`src/rtl/dm_arbiter.sv`:
```
// -----------------------------------------------------------------------------
// dm_arbiter
//
// This module shares one single-port data memory between a CPU memory stage
// and a DMA engine. In IDLE it picks one requester and latches that
// requester's command. ISSUE drives the memory for one cycle. READ_WAIT
// collects the read data. The CPU wins contested cycles, except when it has
// won STARVE_MAX contested arbitrations in a row. In that case the DMA is
// granted once.
//
// Latency from req in IDLE:
//   write -> done 1 cycle later (in ISSUE)
//   read  -> done 2 cycles later (in READ_WAIT)
//
// Ports
//   clk, rst               clock, asynchronous active-high reset
//   cpu_req/web/addr/wdata CPU request. web is active-low, 4'b1111 = read
//   cpu_rdata, cpu_done    CPU read data (valid with done), completion pulse
//   cpu_stall              CPU pipeline stall (req pending, not done)
//   dma_req/web/addr/wdata DMA request, same semantics as the CPU port
//   dma_rdata, dma_done    DMA read data, completion pulse
//   dm_cs, dm_web          data-memory chip select, active-low byte enables
//   dm_addr, dm_di         data-memory word address, write data
//   dm_do                  data-memory read data, one cycle after a read issue
// -----------------------------------------------------------------------------
module dm_arbiter #(
    parameter int ADDR_W     = 14,
    parameter int STARVE_MAX = 4
) (
    input  logic              clk,
    input  logic              rst,

    input  logic              cpu_req,
    input  logic [3:0]        cpu_web,
    input  logic [31:0]       cpu_addr,
    input  logic [31:0]       cpu_wdata,
    output logic [31:0]       cpu_rdata,
    output logic              cpu_done,
    output logic              cpu_stall,

    input  logic              dma_req,
    input  logic [3:0]        dma_web,
    input  logic [31:0]       dma_addr,
    input  logic [31:0]       dma_wdata,
    output logic [31:0]       dma_rdata,
    output logic              dma_done,

    output logic              dm_cs,
    output logic [3:0]        dm_web,
    output logic [ADDR_W-1:0] dm_addr,
    output logic [31:0]       dm_di,
    input  logic [31:0]       dm_do
);

    // The counter must be able to hold STARVE_MAX itself.
    localparam int CNT_W = (STARVE_MAX < 1) ? 1 : $clog2(STARVE_MAX + 1);
    localparam logic [CNT_W-1:0] STARVE_LIM = CNT_W'(STARVE_MAX);
    localparam logic [3:0]       WEB_READ   = 4'b1111;

    typedef enum logic [1:0] {
        IDLE      = 2'd0,
        ISSUE     = 2'd1,
        READ_WAIT = 2'd2
    } state_t;

    state_t            state_r;
    logic              winner_r;      // 1'b0 = CPU, 1'b1 = DMA
    logic [3:0]        web_r;
    logic [ADDR_W-1:0] addr_r;
    logic [31:0]       wdata_r;
    logic [CNT_W-1:0]  starve_r;
    logic              cpu_done_r;
    logic              dma_done_r;
    logic              dm_cs_r;
    logic [3:0]        dm_web_r;
    logic [31:0]       cpu_rdata_r;
    logic [31:0]       dma_rdata_r;

    logic              any_req_s;
    logic              contested_s;
    logic              grant_dma_s;
    logic [3:0]        sel_web_s;
    logic [ADDR_W-1:0] sel_addr_s;
    logic [31:0]       sel_wdata_s;
    logic              sel_is_write_s;

    // Byte-offset and high address bits are not part of the word address.
    logic              unused_addr_bits_s;
    assign unused_addr_bits_s = ^{cpu_addr[31:ADDR_W+2], cpu_addr[1:0],
                                  dma_addr[31:ADDR_W+2], dma_addr[1:0]};

    // Arbitration: a sole requester wins, and the CPU wins a contest unless the DMA is starved.
    always_comb begin
        any_req_s   = cpu_req | dma_req;
        contested_s = cpu_req & dma_req;
        grant_dma_s = 1'b0;
        if (contested_s) begin
            grant_dma_s = (starve_r == STARVE_LIM);
        end else if (dma_req) begin
            grant_dma_s = 1'b1;
        end else begin
            grant_dma_s = 1'b0;
        end
    end

    // Command mux feeding the latch registers from the granted port.
    always_comb begin
        sel_web_s   = cpu_web;
        sel_addr_s  = cpu_addr[ADDR_W+1:2];
        sel_wdata_s = cpu_wdata;
        if (grant_dma_s) begin
            sel_web_s   = dma_web;
            sel_addr_s  = dma_addr[ADDR_W+1:2];
            sel_wdata_s = dma_wdata;
        end else begin
            sel_web_s   = cpu_web;
            sel_addr_s  = cpu_addr[ADDR_W+1:2];
            sel_wdata_s = cpu_wdata;
        end
        sel_is_write_s = (sel_web_s != WEB_READ);
    end

    // Main FSM. Memory-side strobes and done pulses are registered on entry to the cycle that shows them.
    always_ff @(posedge clk or posedge rst) begin
        if (rst) begin
            state_r     <= IDLE;
            winner_r    <= 1'b0;
            web_r       <= WEB_READ;
            addr_r      <= {ADDR_W{1'b0}};
            wdata_r     <= 32'h0000_0000;
            starve_r    <= {CNT_W{1'b0}};
            cpu_done_r  <= 1'b0;
            dma_done_r  <= 1'b0;
            dm_cs_r     <= 1'b0;
            dm_web_r    <= WEB_READ;
            cpu_rdata_r <= 32'h0000_0000;
            dma_rdata_r <= 32'h0000_0000;
        end else begin
            // Pulses and strobes last one cycle unless re-armed below.
            cpu_done_r <= 1'b0;
            dma_done_r <= 1'b0;
            dm_cs_r    <= 1'b0;
            dm_web_r   <= WEB_READ;

            case (state_r)
                IDLE: begin
                    if (any_req_s) begin
                        winner_r <= grant_dma_s;
                        web_r    <= sel_web_s;
                        addr_r   <= sel_addr_s;
                        wdata_r  <= sel_wdata_s;
                        dm_cs_r  <= 1'b1;
                        dm_web_r <= sel_web_s;
                        state_r  <= ISSUE;
                        // A write completes in the ISSUE cycle itself.
                        if (sel_is_write_s) begin
                            cpu_done_r <= ~grant_dma_s;
                            dma_done_r <= grant_dma_s;
                        end else begin
                            cpu_done_r <= 1'b0;
                            dma_done_r <= 1'b0;
                        end
                        // Starvation tracking counts only contested CPU wins.
                        if (grant_dma_s) begin
                            starve_r <= {CNT_W{1'b0}};
                        end else if (contested_s && (starve_r != STARVE_LIM)) begin
                            starve_r <= starve_r + CNT_W'(1);
                        end else begin
                            starve_r <= starve_r;
                        end
                    end else begin
                        state_r <= IDLE;
                    end
                end

                ISSUE: begin
                    if (web_r == WEB_READ) begin
                        // The read completes next cycle, when dm_do is valid.
                        cpu_done_r <= ~winner_r;
                        dma_done_r <= winner_r;
                        state_r    <= READ_WAIT;
                    end else begin
                        state_r    <= IDLE;
                    end
                end

                READ_WAIT: begin
                    if (winner_r) begin
                        dma_rdata_r <= dm_do;
                    end else begin
                        cpu_rdata_r <= dm_do;
                    end
                    state_r <= IDLE;
                end

                default: begin
                    state_r <= IDLE;
                end
            endcase
        end
    end

    // In the completing read cycle, rdata bypasses the holding register so the value arrives with done.
    always_comb begin
        cpu_rdata = cpu_rdata_r;
        dma_rdata = dma_rdata_r;
        if (state_r == READ_WAIT) begin
            if (winner_r) begin
                dma_rdata = dm_do;
            end else begin
                cpu_rdata = dm_do;
            end
        end else begin
            cpu_rdata = cpu_rdata_r;
            dma_rdata = dma_rdata_r;
        end
    end

    assign cpu_done  = cpu_done_r;
    assign dma_done  = dma_done_r;
    assign cpu_stall = cpu_req & ~cpu_done_r;
    assign dm_cs     = dm_cs_r;
    assign dm_web    = dm_web_r;
    assign dm_addr   = addr_r;
    assign dm_di     = wdata_r;

endmodule

```
`config.mk`:
```
export PLATFORM = sky130hd
export DESIGN_NAME = dm_arbiter
export DESIGN_NICKNAME = d
export VERILOG_FILES = /design/src/rtl/dm_arbiter.sv
export SDC_FILE = /design/constraint.sdc
export NUM_CORES = 1
export LEC_CHECK = 0
export ABC_CLOCK_PERIOD_IN_PS = 5600
export CORE_MARGIN = 4
export CORE_UTILIZATION = 35
export DETAILED_ROUTE_END_ITERATION = 12
export PLACE_DENSITY = 0.77
export SETUP_SLACK_MARGIN = 0.3
export SYNTH_ARGS = -nofsm -noshare
export SYNTH_HDL_FRONTEND = slang
export SYNTH_SLANG_ARGS = --single-unit
```
`constraint.sdc`:
```
create_clock -name clk -period 5.6 [get_ports clk]
set_input_delay 1.12 -clock clk [delete_from_list [all_inputs] [get_ports clk]]
set_output_delay 1.12 -clock clk [all_outputs]
set_load 0.03 [all_outputs]
```
==> summary.txt <==
Status
  – Status: complete, no violations

Yosys
  – Share of flip-flops with an asynchronous set or reset: 1.00
  – Post-synthesis mux area share: 0.131
  – Post-synthesis adder-cell area fraction: 0.00454
  – Xor/xnor cell area share of the yosys netlist: 0.00159
  – Synth unique cells: 35
  – Ys Warns: 0
  – Register area share after synthesis: 0.579
  – Fraction of the mapped netlist area in simple logic gates: 0.134
  – Post-synthesis register bit count: 127
  – Synth Area per Inst: 14.9 um^2
  – Post-Syn Instances: 369
  – Post-synth top flop: dfrtp_1
  – Synth Area in Compound Gates: 0.107
  – Largest family of logic cells by synthesized area: simple AND/OR/NAND/NOR gates
  – Post-synth EDFFs: 0
  – Post-Syn Area: 5510 um^2
  – Syn_nets: 543

Timing
  – Final worst setup slack: 1940 ps
  – RSZ-0062 raised after global routing: no
  – Setup violations, final: 0
  – Hold Vio Cnt, Final: 0
  – Final Cycle Share: 0.653
  – Pins Over Slew Limit: 0
  – Worst-margin pin slew: 1030 ps
  – Setup TNS: 0 ps
  – Rel. slew slack: 0.312
  – Peak Freq: 273 MHz
  – Fin crit period: 3660 ps
  – Worst hold slack: 488 ps
  – Setup Skew: 7.10 ps

Critical path
  – Worst reg-to-reg path cell count: 4
  – Critical path type: reg -> out
  – Critical Path Max Stage Delay: 620 ps
  – Arrival time worst endpoint: 2540 ps
  – CP max FO: 32
  – R2r endpoint: cpu_done
  – Crit path max-delay family: buffers and inverters
  – CP required: 4480 ps
  – Type of origin of the critical path: flip-flop
  – Worst r2r src: state_r[0]
  – Critical-path cell list: nor3b_4 -> buf_4 -> mux2_2 -> clkdlybuf4s50_1
  – Crit path max-delay cell type: clkdlybuf4s50_1
  – R2r setup slk: 3390 ps
  – Crit path buffers/inverters: 2
  – CP endpoint kind: output port

Final layout
  – Share of cells above drive strength 1: 0.252
  – Antenna cells: 0
  – Final Util: 0.575
  – Post-Layout Cell Count: 841
  – Post-route cell area: 8800 um^2
  – NumNets Final: 791
  – Filler cell count: 1220
  – Layout area overhead: 59.8%

Worst hold path
  – Worst min path class: reg -> reg
  – Worst hold path depth: 1
  – Hold Crit Start: cpu_rdata_r[2]
  – Hold worst-path end: cpu_rdata_r[2]

Route
  – Residual DRC: 0
  – Vias post-DR: 4129
  – DR iter-0 viols: 133
  – TritonRoute pass-1 iters: 4
  – Vias/cell: 4.91
  – Avg WL per Cell: 18.6 um
  – Routed Antenna Nets: 0
  – Final Routed Wirelength: 15600 um

Floorplanning
  – Die Wd: 133 um
  – Die Y: 133 um
  – Initial Util: 0.360
  – Die area: 17800 um^2
  – I/O pins: 290
  – Placeable Area: 15300 um^2
  – # rows: 45

Global routing
  – GRT overflow: 0
  – Total track usage: 0.175
  – Largest net degree at the start of global routing: 52
  – Vias in the first global route: 4623
  – Antenna violations before repair: 0
  – First-pass GRT wire length: 24700 um

Power
  – Sequential share of power: 0.284
  – Peak VDD IR: 0.321 mV
  – Leakage: 3.55 nW
  – Power consumption: 5.48 mW
  – Psw: 2.13 mW
  – Power density over the cells: 623 nW/um^2
  – Sw frac: 0.388
  – Clk pwr share: 0.219
  – P_int: 3.36 mW
  – Combinational Power Share: 0.497

Placement
  – Pre-CTS WS: 1960 ps
  – Hpwl dp: 11200 um
  – GP Congestion: 0.813
  – Placed cell area: 8150 um^2
  – Placed cells: 809
  – PortBufs: 253

Clocking
  – CTS Sinks: 127
  – CTS tree: yes
  – Setup Fix Bufs, Post-CTS: 0
  – CTS Hold Bufs: 0
  – Worst-skew pair later-pin latency: 400 ps
  – CTS-repair resized insts: 0
  – Total CTS buffers: 17
  – CTS clk-pin slew, worst paths: 60 ps
  – Htree depth: 4
  – Max clock buf depth: 2
  – Root buffer cell: clkbuf_16

Job
  – Max-Cap Viols: 0
==> synth_stat cells (2+ instances only) <==
| master | instances | share of area |
|---|---|---|
| inv_1 | 7 | 0.0048 |
| dfstp_2 | 8 | 0.038 |
| buf_4 | 7 | 0.0095 |
| ha_1 | 2 | 0.0045 |
| a31oi_1 | 5 | 0.0057 |
| o21ai_0 | 5 | 0.0045 |
| mux2_1 | 3 | 0.0061 |
| buf_2 | 12 | 0.011 |
| a221o_1 | 46 | 0.084 |
| nand2_1 | 4 | 0.0027 |
| nand4_1 | 3 | 0.0034 |
| mux2_2 | 61 | 0.12 |
| a21oi_1 | 4 | 0.0036 |
| nor3b_2 | 46 | 0.10 |
| nand3_1 | 9 | 0.0082 |
| clkbuf_1 | 2 | 0.0014 |
| nor3b_1 | 2 | 0.0027 |
| dfrtp_1 | 119 | 0.54 |
| buf_6 | 8 | 0.016 |
==> state kept, by name (all words and copies together), names as in the netlist, 2 cells and up <==
name,count
cpu_rdata_r,32
state_r,2
web_r,4
dma_rdata_r,32
starve_r,3
dm_web,4
dm_addr,14
dm_di,32
==> metal layers <==
metal / share of wire / track usage / vias to the layer above
met4: 0.017 / 0.0571 / 0
met2: 0.49 / 0.298 / 185
met1: 0.41 / 0.207 / 2033
met5: 0 / 0 / -
met3: 0.079 / 0.0619 / 19
li1: - / - / 1892
==> how the worst max path moves through the flow <==
stage,start,to,cells past startpoint
2_1_floorplan,rst,cpu_done,1
3_3_place_gp,cpu_req,cpu_stall,3
3_5_place_dp,dma_req,cpu_done,5
4_1_cts,state_r[1],cpu_rdata[22],4
5_1_grt,state_r[1],cpu_rdata[22],4
6_report,state_r[1],cpu_rdata[22],4
==> power by group through the flow <==
stage	logic (mW)	clock network [mW]	registers, mW
after floorplan	1.31	0	1.88
after global placement	2.70	0	1.54
after detailed placement	2.75	0	1.57
after CTS	2.75	1.23	1.56
after global routing	2.87	1.28	1.61
final	2.73	1.20	1.56
==> cells by family (layout without fill, tap and decap cells) <==
group / count (synthesis) / in the layout
multiplexers: 64 / 64
XOR/XNOR: 1 / 1
flip-flops: 127 / 127
AO/OA/AOI/OAI: 66 / 66
adder cells (fa/ha/maj): 2 / 2
AND/OR/NAND/NOR: 73 / 73
buffers and inverters: 36 / 297
==> cell type report <==
class,instances,area [um^2],share of cell area
repair buffers,258,2570,0.292
well taps,211,264,0.0300
flip-flops and latches,127,3190,0.362
clock buffers,19,443,0.0503
multi-input cells,206,2100,0.239
clock inverters,13,209,0.0237
inverters,7,28.8,0.00327
==> cell usage in the layout, fill, tap and decap left out, types with 2 or more instances in the layout <==
cell / n
a31oi_1: 5
nand2_1: 4
o21ai_0: 5
a21oi_1: 4
clkdlybuf4s50_1: 253
a221o_1: 46
dfrtp_1: 119
clkbuf_16: 17
nand3_1: 9
nor3b_1: 2
mux2_1: 3
bufinv_16: 5
buf_4: 5
mux2_2: 61
ha_1: 2
nor3b_2: 45
clkinvlp_4: 3
dfstp_2: 8
inv_6: 2
clkinv_2: 2
inv_1: 6
nand4_1: 3
No activity file was read; power rests on OpenSTA's default activity.
